[src/rtl/lrf_pkg.sv]
// Shared constants and FSM encoding for the LRF frame streaming blocks.
package lrf_pkg;

    localparam int PIXELS_PER_BEAT = 16;
    localparam int IMAGE_DIM       = 512;
    localparam int DATA_WIDTH      = 8 * PIXELS_PER_BEAT;
    localparam int BEATS_PER_FRAME = IMAGE_DIM * IMAGE_DIM / PIXELS_PER_BEAT;
    localparam int ADDR_WIDTH      = $clog2(BEATS_PER_FRAME);

    typedef enum logic [1:0] {
        TX_IDLE  = 2'd0,
        TX_RUN   = 2'd1,
        TX_DRAIN = 2'd2
    } tx_state_t;

endpackage

[src/rtl/frame_stream_tx_if.sv]
// AXI-Stream bus carrying pixel beats with SOF (tuser) and EOF (tlast) markers.
interface frame_stream_tx_if
    import lrf_pkg::*;
#(
    parameter int DATA_WIDTH = lrf_pkg::DATA_WIDTH
);

    logic [DATA_WIDTH-1:0] tdata;
    logic                  tvalid;
    logic                  tready;
    logic                  tlast;
    logic                  tuser;

    modport master (output tdata, output tvalid, output tlast, output tuser, input tready);
    modport slave  (input tdata, input tvalid, input tlast, input tuser, output tready);

endinterface

[src/rtl/frame_stream_tx_out_fifo.sv]
// Two-entry registered FIFO; head entry drives the stream outputs directly so
// nothing downstream of the register depends combinationally on pop.
module axis_out_fifo2
    import lrf_pkg::*;
#(
    parameter int WIDTH = 8
) (
    input  logic             clk,
    input  logic             rst_n,
    input  logic             push,
    input  logic [WIDTH-1:0] din,
    input  logic             pop,
    output logic [WIDTH-1:0] dout,
    output logic             valid,
    output logic [1:0]       count
);

    logic [WIDTH-1:0] head;
    logic [WIDTH-1:0] tail;
    logic [1:0]       cnt;
    logic             do_pop;
    logic             do_push;

    // Pops on an empty FIFO and pushes into a full, non-popping FIFO are dropped.
    assign do_pop  = pop && (cnt != 2'd0);
    assign do_push = push && ((cnt != 2'd2) || do_pop);

    assign dout  = head;
    assign valid = (cnt != 2'd0);
    assign count = cnt;

    // Shift-style storage: head is always the oldest entry.
    always_ff @(posedge clk) begin
        if (!rst_n) begin
            head <= '0;
            tail <= '0;
            cnt  <= 2'd0;
        end else begin
            case ({do_push, do_pop})
                2'b10: begin
                    if (cnt == 2'd0) head <= din;
                    else             tail <= din;
                    cnt <= cnt + 2'd1;
                end
                2'b01: begin
                    head <= tail;
                    cnt  <= cnt - 2'd1;
                end
                2'b11: begin
                    if (cnt == 2'd1) begin
                        head <= din;
                    end else begin
                        head <= tail;
                        tail <= din;
                    end
                end
                default: ;
            endcase
        end
    end

endmodule

[src/rtl/frame_stream_tx.sv]
// Frame playback master: reads beats from a synchronous frame buffer and
// streams them out as AXI-Stream with SOF on tuser and EOF on tlast.
module frame_stream_tx #(
    parameter int PIXELS_PER_BEAT = lrf_pkg::PIXELS_PER_BEAT,
    parameter int IMAGE_DIM       = lrf_pkg::IMAGE_DIM,
    parameter int DATA_WIDTH      = 8 * PIXELS_PER_BEAT,
    parameter int BEATS_PER_FRAME = IMAGE_DIM * IMAGE_DIM / PIXELS_PER_BEAT,
    parameter int ADDR_WIDTH      = $clog2(BEATS_PER_FRAME)
) (
    input  logic                  s_axis_aclk,
    input  logic                  s_axis_aresetn,
    input  logic                  start,
    input  logic [7:0]            num_frames,
    output logic                  rd_en,
    output logic [ADDR_WIDTH-1:0] rd_addr,
    input  logic [DATA_WIDTH-1:0] rd_data,
    frame_stream_tx_if.master     m_axis,
    output logic                  busy,
    output logic                  done
);

    import lrf_pkg::*;

    localparam logic [ADDR_WIDTH-1:0] LAST_ADDR = ADDR_WIDTH'(BEATS_PER_FRAME - 1);

    tx_state_t             state;
    logic [ADDR_WIDTH-1:0] addr;
    logic [7:0]            frames_left;
    logic                  rd_vld;     // read issued last cycle, data arrives now
    logic                  tag_last;
    logic                  tag_user;
    logic [1:0]            count;
    logic                  pop;
    logic                  fifo_valid;
    logic [DATA_WIDTH+1:0] fifo_dout;

    assign pop = m_axis.tvalid & m_axis.tready;

    // Only issue when the slot is guaranteed free by the time data returns:
    // entries held + read in flight - entry leaving now must be at most one.
    assign rd_en   = (state == TX_RUN) &&
                     ((3'(count) + 3'(rd_vld)) <= (3'd1 + 3'(pop)));
    assign rd_addr = addr;

    // Playback FSM with address/frame counters and tags that ride with each read.
    always_ff @(posedge s_axis_aclk) begin
        if (!s_axis_aresetn) begin
            state       <= TX_IDLE;
            addr        <= '0;
            frames_left <= 8'd0;
            busy        <= 1'b0;
            done        <= 1'b0;
            rd_vld      <= 1'b0;
            tag_last    <= 1'b0;
            tag_user    <= 1'b0;
        end else begin
            done     <= 1'b0;
            rd_vld   <= rd_en;
            tag_last <= (addr == LAST_ADDR);
            tag_user <= (addr == '0);
            case (state)
                TX_IDLE: begin
                    if (start) begin
                        state       <= TX_RUN;
                        frames_left <= (num_frames == 8'd0) ? 8'd1 : num_frames;
                        addr        <= '0;
                        busy        <= 1'b1;
                    end
                end
                TX_RUN: begin
                    if (rd_en) begin
                        if (addr == LAST_ADDR) begin
                            addr        <= '0;
                            frames_left <= frames_left - 8'd1;
                            if (frames_left == 8'd1) state <= TX_DRAIN;
                        end else begin
                            addr <= addr + 1'b1;
                        end
                    end
                end
                TX_DRAIN: begin
                    // Finish as the final beat handshakes so done lands the cycle after.
                    if (!rd_vld && ((count == 2'd0) || ((count == 2'd1) && pop))) begin
                        state <= TX_IDLE;
                        busy  <= 1'b0;
                        done  <= 1'b1;
                    end
                end
                default: state <= TX_IDLE;
            endcase
        end
    end

    axis_out_fifo2 #(.WIDTH(DATA_WIDTH + 2)) u_out_fifo (
        .clk   (s_axis_aclk),
        .rst_n (s_axis_aresetn),
        .push  (rd_vld),
        .din   ({rd_data, tag_last, tag_user}),
        .pop   (pop),
        .dout  (fifo_dout),
        .valid (fifo_valid),
        .count (count)
    );

    assign m_axis.tvalid = fifo_valid;
    assign m_axis.tdata  = fifo_dout[DATA_WIDTH+1:2];
    assign m_axis.tlast  = fifo_dout[1];
    assign m_axis.tuser  = fifo_dout[0];

endmodule

[src/flat_wrapper.sv]
// flat-port wrapper written by rule: the top's interface ports become plain ports
module frame_stream_tx_flat import lrf_pkg::*;
#(
    parameter int PIXELS_PER_BEAT = lrf_pkg::PIXELS_PER_BEAT,
    parameter int IMAGE_DIM       = lrf_pkg::IMAGE_DIM,
    parameter int DATA_WIDTH      = 8 * PIXELS_PER_BEAT,
    parameter int BEATS_PER_FRAME = IMAGE_DIM * IMAGE_DIM / PIXELS_PER_BEAT,
    parameter int ADDR_WIDTH      = $clog2(BEATS_PER_FRAME)
)
  (s_axis_aclk, s_axis_aresetn, start, num_frames, rd_en, rd_addr, rd_data, busy, done, m_axis_tdata, m_axis_tvalid, m_axis_tlast, m_axis_tuser, m_axis_tready);
  frame_stream_tx_if #(.DATA_WIDTH(DATA_WIDTH)) m_axis_i ();
  input  logic s_axis_aclk;
  input  logic s_axis_aresetn;
  input  logic start;
  input  logic [7:0] num_frames;
  output logic rd_en;
  output logic [ADDR_WIDTH-1:0] rd_addr;
  input  logic [DATA_WIDTH-1:0] rd_data;
  output logic busy;
  output logic done;
  output wire logic [$bits(m_axis_i.tdata)-1:0] m_axis_tdata;
  output wire logic [$bits(m_axis_i.tvalid)-1:0] m_axis_tvalid;
  output wire logic [$bits(m_axis_i.tlast)-1:0] m_axis_tlast;
  output wire logic [$bits(m_axis_i.tuser)-1:0] m_axis_tuser;
  input wire logic [$bits(m_axis_i.tready)-1:0] m_axis_tready;
  assign m_axis_tdata = m_axis_i.tdata;
  assign m_axis_tvalid = m_axis_i.tvalid;
  assign m_axis_tlast = m_axis_i.tlast;
  assign m_axis_tuser = m_axis_i.tuser;
  assign m_axis_i.tready = m_axis_tready;
  frame_stream_tx #(.PIXELS_PER_BEAT(PIXELS_PER_BEAT), .IMAGE_DIM(IMAGE_DIM), .DATA_WIDTH(DATA_WIDTH), .BEATS_PER_FRAME(BEATS_PER_FRAME), .ADDR_WIDTH(ADDR_WIDTH)) u_core (.s_axis_aclk(s_axis_aclk), .s_axis_aresetn(s_axis_aresetn), .start(start), .num_frames(num_frames), .rd_en(rd_en), .rd_addr(rd_addr), .rd_data(rd_data), .m_axis(m_axis_i), .busy(busy), .done(done));
endmodule
[config.mk]
export PLATFORM = sky130hd
export DESIGN_NAME = frame_stream_tx_flat
export DESIGN_NICKNAME = d
export VERILOG_FILES = /design/src/rtl/lrf_pkg.sv /design/src/rtl/frame_stream_tx_if.sv /design/src/rtl/frame_stream_tx_out_fifo.sv /design/src/rtl/frame_stream_tx.sv /design/src/flat_wrapper.sv
export SDC_FILE = /design/constraint.sdc
export NUM_CORES = 1
export LEC_CHECK = 0
export CAP_MARGIN = 5
export CORE_MARGIN = 4
export CORE_UTILIZATION = 45
export DETAILED_ROUTE_END_ITERATION = 10
export PLACE_DENSITY = 0.74
export SYNTH_ARGS = -nofsm -noshare
export SYNTH_HDL_FRONTEND = slang
export SYNTH_SLANG_ARGS = --single-unit
[constraint.sdc]
create_clock -name s_axis_aclk -period 2.54 [get_ports s_axis_aclk]
set_input_delay 0.508 -clock s_axis_aclk [delete_from_list [all_inputs] [get_ports s_axis_aclk]]
set_output_delay 0.508 -clock s_axis_aclk [all_outputs]
set_load 0.02 [all_outputs]
==> results of run 1 <==
-- per-layer routing --
metal / GRT usage / up-vias / part of all wire
li1: - / 5338 / -
met1: 0.270 / 4948 / 0.43
met2: 0.340 / 298 / 0.47
met3: 0.0453 / 63 / 0.068
met4: 0.0747 / 0 / 0.034
met5: 0 / - / 0
-- synth_stat cells, types with 2 or more instances --
| library cell | count | area, um^2 |
|---|---|---|
| nand2_1 | 286 | 1070 |
| o311ai_1 | 3 | 26.3 |
| a31oi_1 | 5 | 31.3 |
| nor2b_1 | 2 | 12.5 |
| nand3_1 | 16 | 80.1 |
| nor2_1 | 155 | 582 |
| nand4_1 | 4 | 25.0 |
| nand2b_1 | 5 | 31.3 |
| inv_1 | 8 | 30.0 |
| o31ai_1 | 6 | 45.0 |
| and2_1 | 4 | 25.0 |
| buf_2 | 39 | 195 |
| dfxtp_1 | 291 | 5830 |
| ha_1 | 9 | 113 |
| clkbuf_1 | 69 | 259 |
| a21oi_1 | 150 | 751 |
| buf_1 | 5 | 18.8 |
| mux2i_1 | 130 | 1300 |
| o21ai_0 | 11 | 55.1 |
| xor2_1 | 4 | 35.0 |
| nor4_1 | 6 | 37.5 |
| or4_1 | 8 | 60.1 |
| a211oi_1 | 131 | 983 |
| nor3_1 | 8 | 40.0 |
| and3_1 | 9 | 56.3 |
-- final cells by class --
type,count,area (um^2)
Fill cell,2196,9570
Sequential cell,291,5830
Multi-Input combinational cell,975,5630
Timing Repair Buffer,342,3570
Clock buffer,44,875
Tap cell,335,419
Clock inverter,8,118
Inverter,9,41.3
Antenna cell,3,7.51
-- cells by family (layout without fill, tap and decap cells) --
| group | count (synthesis) | after routing | share of synthesized area |
|---|---|---|---|
| AOI/OAI and AO/OA | 317 | 317 | 0.167 |
| xor gates and xnor gates | 5 | 5 | 0.00368 |
| adders and majority gates | 9 | 9 | 0.00947 |
| buffers and inverters | 122 | 403 | 0.0426 |
| DFF | 291 | 291 | 0.490 |
| muxes | 130 | 130 | 0.109 |
| other | 0 | 3 | 0 |
| and+or+nand+nor | 514 | 514 | 0.178 |
-- state kept, by name (all words and copies together) (netlist names), 2 cells and up --
name,flops
u_core.u_out_fifo.count,2
u_core.u_out_fifo.tail,130
u_core.rd_addr,14
u_core.u_out_fifo.dout,130
u_core.state,2
u_core.frames_left,8
-- worst min-delay path, delay by kind of cell (launching register included) --
family,cells,cell delay (ns)
AO/OA/AOI/OAI,1,0.05
flip-flops,1,0.30
AND/OR/NAND/NOR,1,0.05
-- worst min path at each step --
| stage | start | end | slack (ns) | cells past startpoint |
|---|---|---|---|---|
| final | u_core.u_out_fifo.tail[80] | u_core.u_out_fifo.tail[80] | 0.45 | 2 |
| after global routing | u_core.u_out_fifo.tail[55] | u_core.u_out_fifo.tail[55] | 0.47 | 2 |
| after CTS | u_core.u_out_fifo.tail[5] | u_core.u_out_fifo.tail[5] | 0.45 | 2 |
| after detailed placement | u_core.u_out_fifo.tail[5] | u_core.u_out_fifo.tail[5] | 0.44 | 2 |
| after global placement | u_core.u_out_fifo.tail[25] | u_core.u_out_fifo.tail[25] | 0.44 | 2 |
| after floorplan | u_core.tag_user | u_core.u_out_fifo.tail[0] | 0.43 | 2 |
-- power groups by stage --
stage	Sequential, mW	Combinational, mW	Clock [mW]
2_1_floorplan	6.92	2.89	0
3_3_place_gp	6.07	6.51	0
3_5_place_dp	6.10	6.63	0
4_1_cts	6.02	6.67	4.50
5_1_grt	6.13	7.18	4.68
6_report	6.02	6.63	4.42
-- what timing repair did --
item,CTS,global route
resized for setup,8,7
hold endpoints to repair,0,0
pin swaps,1,3
buffers inserted,0,0
setup endpoints to repair,2,2
hold buffers,0,0
-- per-stage QoR --
| stage | TNS [ns] | util | cell area, um^2 | std cells |
|---|---|---|---|---|
| 3_5_place_dp | -0.312 | 0.593 | 15500 | 1952 |
| 3_3_place_gp | -0.297 | 0.593 | 15500 | 1952 |
| 5_1_grt | -0.0248 | 0.633 | 16500 | 2006 |
| 6_report | 0 | 0.633 | 16500 | 2007 |
| 4_1_cts | 0 | 0.631 | 16500 | 2004 |
| 2_1_floorplan | 0 | - | 11900 | 1388 |
==> reports/metrics.csv, run 1 <==
stage;metric;value;unit
outcome;outcome;completed;
pwr;PwrDens;1040;mW/mm^2
synthesis;Mapped Nets;1537;
setup_path;FF-to-FF path depth;8;
detailed_routing;vias per inst;5.30;
clock_tree;CTS tree;yes;
synthesis;fraction of registers with async set/reset;0;
clock_tree;clk_lat worst skew;0.55;ns
detailed_routing;final WL;32100;um
clock_tree;Worst-path clk slew;0.06;ns
setup_path;Crit path max-delay family;simple AND/OR/NAND/NOR gates;
floorplanning;# rows;59;
setup_path;CP arrival;1.99;ns
setup_path;Worst setup endpoint;rd_en;
setup_path;Cell Chain, Critical Path;ha_4, or3b_4, a21oi_4, and2_4, buf_6;
timing;Setup Skew;0.0142;ns
timing;relative slew slack;0.605;
synthesis;syn_area_per_cell;8.57;um^2
clock_tree;CTS H-Tree Depth;1;
pwr;Max VDD drop;0.717;mV
setup_path;R2R Path End;u_core.frames_left[1];
cells_and_area;most common cell after layout, fill and taps aside;dfxtp_1;
setup_path;R2R Setup Slk;0.30;ns
setup_path;worst path required time;2.03;ns
timing;worst slew pin tran;0.592;ns
setup_path;Levels on crit path;5;
floorplanning;IO Pins;288;
timing;Fin. Hold Viols;0;
detailed_routing;detailed-router iteration count before antenna repair;7;
setup_path;Critical-path top delay cell;or3b_4;
setup_path;CP max stage delay;0.42;ns
grt;Tot GR Track Use;0.207;
setup_path;CP max FO;4;
floorplanning;core outline area;0.0261;mm^2
setup_path;crit path from;u_core.u_out_fifo.count[0];
grt;vias in the first global route;10100;
detailed_routing;DR vias;10600;
placed_design;buffers added on ports;287;
setup_path;WS Path Type;reg2out;
placed_design;Post-DP HPWL;21700;um
floorplanning;Initial Util;0.456;
synthesis;Unique masters post-synth;49;
grt;GRT overflow;0;
synthesis;sequential-to-total area share from yosys stat;0.490;
setup_path;CP endpoint kind;output pin;
placed_design;dpl ws;-0.270;ns
synthesis;Synth Instances;1388;
floorplanning;die height;171;um
job;Max-cap violations;0;
cells_and_area;Total Nets Final;1798;
clock_tree;Clock Tree Root;clkbuf_16;
timing;Final WS setup;0.0425;ns
cells_and_area;Area Overhead vs Synth;38.6;%
hold_path;worst min path class;reg2reg;
setup_path;R2R Path Start;u_core.u_out_fifo.count[0];
timing;Slew Limit Fails;0;
timing;final period utilization;0.983;
cells_and_area;share of layout cells above drive strength 1;0.0707;
detailed_routing;antenna-violating nets left;0;
pwr;clock share of power;0.259;
synthesis;Mapped Area;0.0119;mm^2
floorplanning;Die Span X;171;um
floorplanning;die area;0.0291;mm^2
clock_tree;clk sink count;291;
setup_path;Buffers & Inverters on Critical Path;1;
clock_tree;TritonCTS Buffers;30;
pwr;sw frac;0.343;
synthesis;Primary FF master, synth;dfxtp_1;
pwr;Tot Pwr;17.1;mW
detailed_routing;DR WL/cell;16.0;um
grt;global-route wire length before repair;50700;um
cells_and_area;most frequent cells in the layout;290 x dfxtp_1, 286 x clkdlybuf4s50_1, 284 x nand2_1;
grt;initial antenna violation count;2;
setup_path;Startpoint Class;flip-flop;
clock_tree;Bufs on Longest Clock Path;3;
timing;min Tclk post-route;2.50;ns
timing;Setup-failing EPs final;0;
synthesis;Yosys reg bits;291;
pwr;part of the power in registers;0.353;
pwr;Net Sw Power;5.85;mW
synthesis;EDFF count, synth;0;
pwr;internal power;11.2;mW
pwr;logic gate share of total power;0.389;
pwr;LEAKAGE;6.46;nW
timing;Peak Freq;400;MHz
grt;largest net degree at the start of global routing;71;
timing;worst-case hold slack;0.452;ns
detailed_routing;number of DRC markers in iteration 0;707;
synthesis;Syn. warnings;0;
detailed_routing;# DRC;0;
placed_design;GPL Wtd Cong;0.861;
Note: power is estimated with default switching activity, not from simulation.
==> inputs of run 2 (changes only) <==
Settings changed: GPL_TIMING_DRIVEN set to 0.
==> run 2 against run 1 <==
  * Design area down 1.2%
  * Flip-flop and latch count is the same
  * Clock power hardly changed
  * Core utilization decreased by 0.74 points
  * Clock skew fell by 0.0033 ns
  * Clock-buffer cell count decreased by 1
  * Combinational power down 1%
  * Sequential power hardly changed
  * Die area unchanged
  * Sequential share of layout area up 0.45 points
  * Via count up 4.4%
  * Largest cell class unchanged
==> reports/metrics.csv, run 2 (synthesis results as in run 1) <==
stage;metric;value;unit
pwr;PwrDens;1050;mW/mm^2
detailed_routing;DR WL/cell;17.2;um
setup_path;worst path required time;2.03;ns
clock_tree;CTS H-Tree Depth;1;
detailed_routing;DR vias;11100;
timing;Setup-failing EPs final;0;
cells_and_area;most frequent cells in the layout;288 x dfxtp_1, 286 x nand2_1, 285 x clkdlybuf4s50_1;
cells_and_area;most common cell after layout, fill and taps aside;dfxtp_1;
cells_and_area;Final Cell Area;0.0163;mm^2
placed_design;buffers added on ports;286;
floorplanning;Initial Util;0.456;
cells_and_area;Area Overhead vs Synth;37.0;%
setup_path;R2R Path End;u_core.u_out_fifo.dout[97];
setup_path;CP arrival;1.99;ns
grt;global-route wire length before repair;55000;um
setup_path;R2R Setup Slk;0.18;ns
clock_tree;clk_lat worst skew;0.55;ns
clock_tree;CTS tree;yes;
clock_tree;Clock Tree Root;clkbuf_16;
pwr;Max VDD drop;0.738;mV
timing;final period utilization;0.985;
clock_tree;clk sink count;291;
grt;GRT overflow;0;
timing;RSZ-0062 raised after global routing;yes;
placed_design;Post-DP HPWL;25300;um
cells_and_area;Total Nets Final;1861;
timing;Fin. Hold Viols;0;
placed_design;placed instance area;0.0152;mm^2
job;Max-cap violations;0;
detailed_routing;detailed-router iteration count before antenna repair;5;
clock_tree;Bufs on Longest Clock Path;3;
clock_tree;Worst-path clk slew;0.06;ns
cells_and_area;fillers;2225;
detailed_routing;antenna-violating nets left;0;
detailed_routing;# DRC;0;
clock_tree;TritonCTS Buffers;31;
pwr;LEAKAGE;6.40;nW
timing;Setup Skew;0.0110;ns
floorplanning;die area;0.0291;mm^2
grt;largest net degree at the start of global routing;15;
setup_path;FF-to-FF path depth;7;
timing;Final WS setup;0.0373;ns
setup_path;CP max FO;6;
timing;Peak Freq;400;MHz
timing;Slew Limit Fails;0;
grt;vias in the first global route;10600;
timing;worst slew pin tran;1.04;ns
setup_path;CP endpoint kind;output pin;
setup_path;Startpoint Class;flip-flop;
floorplanning;IO Pins;288;
floorplanning;Die Span X;171;um
detailed_routing;vias per inst;5.36;
setup_path;WS Path Type;reg2out;
timing;min Tclk post-route;2.50;ns
cells_and_area;share of layout cells above drive strength 1;0.0681;
timing;relative slew slack;0.309;
placed_design;GPL Wtd Cong;0.898;
hold_path;Hold Crit Endpoint;u_core.u_out_fifo.tail[39];
hold_path;hold path cells;2;
placed_design;dpl ws;-0.462;ns
floorplanning;die height;171;um
detailed_routing;number of DRC markers in iteration 0;997;
floorplanning;# rows;59;
grt;initial antenna violation count;5;
outcome;outcome;completed;
setup_path;R2R Path Start;u_core.rd_vld;
hold_path;worst min path class;reg2reg;
detailed_routing;final WL;35700;um
pwr;Tot Pwr;17.0;mW
grt;Tot GR Track Use;0.230;
hold_path;hold wc startpoint;u_core.u_out_fifo.tail[39];
floorplanning;core outline area;0.0261;mm^2
==> run 2: cell count changes in the layout (fill, tap and decap cells not counted), sizes merged <==
| cell | before | now |
|---|---|---|
| inv | 9 | 8 |
| clkbuf | 44 | 114 |
| buf | 56 | 48 |
| clkinv | 4 | 10 |
| diode | 3 | 4 |
| clkdlybuf4s50 | 286 | 285 |
| bufinv | 3 | 2 |
==> run 2: per-layer routing <==
metal / global-route usage / wire, um / up-vias
met1: 0.304 / 15400 / 5216
li1: - / - / 5464
met4: 0.0774 / 1060 / 2
met2: 0.377 / 16600 / 373
met5: 0 / 13 / -
met3: 0.0499 / 2700 / 64
==> run 2: cell type report <==
class / instances / area (um^2) / share of cell area
multi-input combinational: 975 / 5610 / 0.344
clock inverter: 12 / 113 / 0.00691
inverter: 9 / 38.8 / 0.00238
timing repair buffer: 291 / 2900 / 0.178
antenna: 4 / 10.0 / 0.000614
sequential: 291 / 5830 / 0.358
buffer: 113 / 483 / 0.0296
tap: 335 / 419 / 0.0257
clock buffer: 43 / 891 / 0.0547
==> run 2: what timing repair did <==
| item | 4_1_cts | 5_1_grt |
|---|---|---|
| hold endpoints to repair | 0 | 0 |
| resized for setup | 16 | 19 |
| endpoints found under the setup margin | 101 | 115 |
| buffers inserted | 0 | 5 |
| hold buffers | 0 | 0 |
| pin swaps | 1 | 4 |
==> run 2: power by group <==
part / internal [mW] / total [mW] / switching (mW)
combinational: 2.86 / 6.55 / 3.69
clock: 2.63 / 4.44 / 1.81
sequential: 5.50 / 6.04 / 0.546
==> run 2: worst max-delay path by stage <==
stage                                     from                         end  cells after the start
finish              u_core.u_out_fifo.count[0]                       rd_en                      6
global route        u_core.u_out_fifo.count[1]                       rd_en                      6
CTS                 u_core.u_out_fifo.count[1]                       rd_en                      6
detailed placement               m_axis_tready  u_core.u_out_fifo.tail[66]                      8
global placement                 m_axis_tready  u_core.u_out_fifo.tail[69]                      8
floorplan           u_core.u_out_fifo.count[0]       u_core.frames_left[4]                      9
==> run 2: stage by stage <==
step / setup TNS, ns / util / instances / hold slack (ns)
final: 0 / 0.625 / 2073 / 0.452
after global routing: -0.0417 / 0.625 / 2073 / 0.444
after CTS: -0.0291 / 0.622 / 2064 / 0.432
after detailed placement: -50.72 / 0.582 / 2009 / 0.446
after global placement: -51.04 / 0.582 / 2009 / 0.438
after floorplan: 0 / - / 1388 / 0.432
==> run 2: critical path, stage by stage (launching register included) <==
cell and delay [ns]:
dfxtp_4 0.38, inv_4 0.05, ha_4 0.17, or3b_4 0.40
a21oi_4 0.17, and2_4 0.16, buf_6 0.11
==> inputs of run 3 (changes only) <==
Settings changed: CAP_MARGIN 5 to unset, CORE_MARGIN 4 to 5.
==> run 3 against run 2 <==
  * Die area grew 2.4%
  * Register-to-register slack lost 0.05 ns
  * Total power grew 2.1%
  * Design area grew 0.32%
  * Routed wire length grew 1.7%
  * Non-clock buffer count shrank 3
  * Worst setup slack lost 0.013 ns
  * Sequential power is essentially flat
  * Critical path depth is the same
  * Flip-flop and latch count is the same
==> reports/metrics.csv, run 3 (synthesis results as in run 1) <==
stage;metric;value;unit
timing;Slew Limit Fails;0;
clock_tree;Clock Tree Root;clkbuf_16;
hold_path;hold path cells;2;
setup_path;R2R Path Start;u_core.u_out_fifo.count[0];
setup_path;WS Path Type;reg2out;
clock_tree;clk sink count;291;
clock_tree;Bufs on Longest Clock Path;3;
setup_path;CP endpoint kind;output pin;
cells_and_area;Total Nets Final;1857;
placed_design;GPL Wtd Cong;0.887;
grt;GRT overflow;0;
cells_and_area;Final Non-Filler Cells;2068;
setup_path;Startpoint Class;flip-flop;
cells_and_area;most frequent cells in the layout;288 x dfxtp_1, 285 x nand2_1, 285 x clkdlybuf4s50_1;
pwr;LEAKAGE;6.42;nW
grt;vias in the first global route;10700;
outcome;outcome;completed;
clock_tree;TritonCTS Buffers;30;
timing;min Tclk post-route;2.52;ns
hold_path;Hold Crit Endpoint;u_core.u_out_fifo.tail[96];
timing;Setup Skew;0.00580;ns
detailed_routing;# DRC;0;
timing;RSZ-0062 raised after global routing;yes;
setup_path;worst path required time;2.03;ns
cells_and_area;Core Util, Final;0.627;
hold_path;hold wc startpoint;u_core.u_out_fifo.tail[96];
detailed_routing;vias per inst;5.41;
setup_path;CP max FO;6;
floorplanning;IO Pins;288;
clock_tree;CTS tree;yes;
grt;largest net degree at the start of global routing;15;
placed_design;placed insts;2009;
placed_design;Post-DP HPWL;25800;um
timing;worst slew pin tran;0.887;ns
clock_tree;cts hold-fix bufs;0;
floorplanning;die area;0.0298;mm^2
pwr;PwrDens;1060;mW/mm^2
setup_path;Cell Chain, Critical Path;inv_4, ha_4, or3b_4, a21oi_4, and2_4, buf_6;
setup_path;CP arrival;2.01;ns
placed_design;buffers added on ports;286;
cells_and_area;most common cell after layout, fill and taps aside;dfxtp_1;
setup_path;FF-to-FF path depth;10;
pwr;Max VDD drop;0.649;mV
cells_and_area;Area Overhead vs Synth;37.5;%
clock_tree;Worst-path clk slew;0.06;ns
timing;final period utilization;0.991;
grt;initial antenna violation count;2;
clock_tree;CTS H-Tree Depth;1;
detailed_routing;DR vias;11200;
detailed_routing;DR WL/cell;17.6;um
hold_path;worst min path class;reg2reg;
detailed_routing;final WL;36400;um
clock_tree;clk_lat worst skew;0.54;ns
floorplanning;# rows;59;
grt;Tot GR Track Use;0.228;
floorplanning;Initial Util;0.456;
timing;Setup-failing EPs final;0;
setup_path;CP max stage delay;0.40;ns
timing;Peak Freq;397;MHz
floorplanning;core outline area;0.0261;mm^2
timing;relative slew slack;0.409;
setup_path;Critical-path top delay cell;or3b_4;
setup_path;R2R Path End;u_core.frames_left[4];
detailed_routing;number of DRC markers in iteration 0;814;
cells_and_area;fillers;2306;
grt;global-route wire length before repair;57700;um
setup_path;R2R Setup Slk;0.13;ns
floorplanning;Die Span X;173;um
detailed_routing;detailed-router iteration count before antenna repair;6;
detailed_routing;antenna-violating nets left;0;
floorplanning;die height;173;um
cells_and_area;share of layout cells above drive strength 1;0.0670;
job;Max-cap violations;0;
timing;Fin. Hold Viols;0;
timing;worst-case hold slack;0.452;ns
run 3: cell types whose count changed in the layout (fill, tap and decap cells not counted):
cell and change:
clkinvlp_4 +1, clkbuf_2 -2, clkbuf_1 -2, a21oi_1 +1
nand2_2 +1, buf_4 -3, buf_2 -1, diode_2 -3
a21oi_2 -1, bufinv_16 +3, a2111oi_0 -1, nand2_1 -1
a2111oi_1 +1, buf_1 +2
run 3: area by class of cell:
class	count	area (um^2)	share of cell area
inverters	9	38.8	0.00237
clock buffers	40	880	0.0538
plain buffers	113	479	0.0293
clock inverters	16	210	0.0129
well taps	335	419	0.0256
repair buffers	288	2880	0.176
flip-flops and latches	291	5830	0.357
diodes	1	2.50	0.000153
multi-input cells	975	5610	0.343
run 3: repair_timing:
action	in CTS	in global routing
setup buffers	0	2
gates resized for setup	16	15
setup endpoints to repair	102	110
pin swaps	1	4
run 3: worst max-delay path, delay by kind of cell (launching register included):
kind	cells	cell delay (ns)
compound gates	1	0.17
flops	1	0.39
fa+ha+maj	1	0.17
buf+inv	2	0.16
simple gates	2	0.57
run 3: report_power, final:
group          switching (mW)  internal, mW
Sequential              0.553          5.50
Clock                    1.85          2.93
Combinational            3.73          2.83
Total                    6.13          11.3
run 3: how the worst max path moves through the flow:
stage	from	to	slack, ns	cells past startpoint
global route	u_core.u_out_fifo.count[1]	u_core.u_out_fifo.tail[40]	-0.06	9
global placement	m_axis_tready	u_core.u_out_fifo.tail[68]	-0.53	8
finish	u_core.u_out_fifo.count[0]	rd_en	0.02	6
CTS	u_core.u_out_fifo.count[1]	rd_en	-0.03	6
floorplan	u_core.u_out_fifo.count[0]	u_core.frames_left[4]	0.49	9
detailed placement	m_axis_tready	u_core.u_out_fifo.tail[106]	-0.51	8
run 3: per-layer routing:
metal,vias to the layer above,GRT usage,routed length [um]
met1,5322,0.301,15700
met5,-,0,11
met2,344,0.379,17300
met4,2,0.0614,839
li1,5464,-,-
met3,57,0.0533,2520
run 3: metrics by stage:
stage          setup WS, ns  instance area [um^2]  total power, mW  TNS [ns]
6_report             0.0241                 16300             17.4         0
5_1_grt             -0.0568                 16300             18.3     -1.02
4_1_cts             -0.0282                 16300             17.4   -0.0282
3_5_place_dp         -0.507                 15200             12.6    -56.49
3_3_place_gp         -0.529                 15200             12.4    -59.22
2_1_floorplan         0.488                 11900             9.81         0
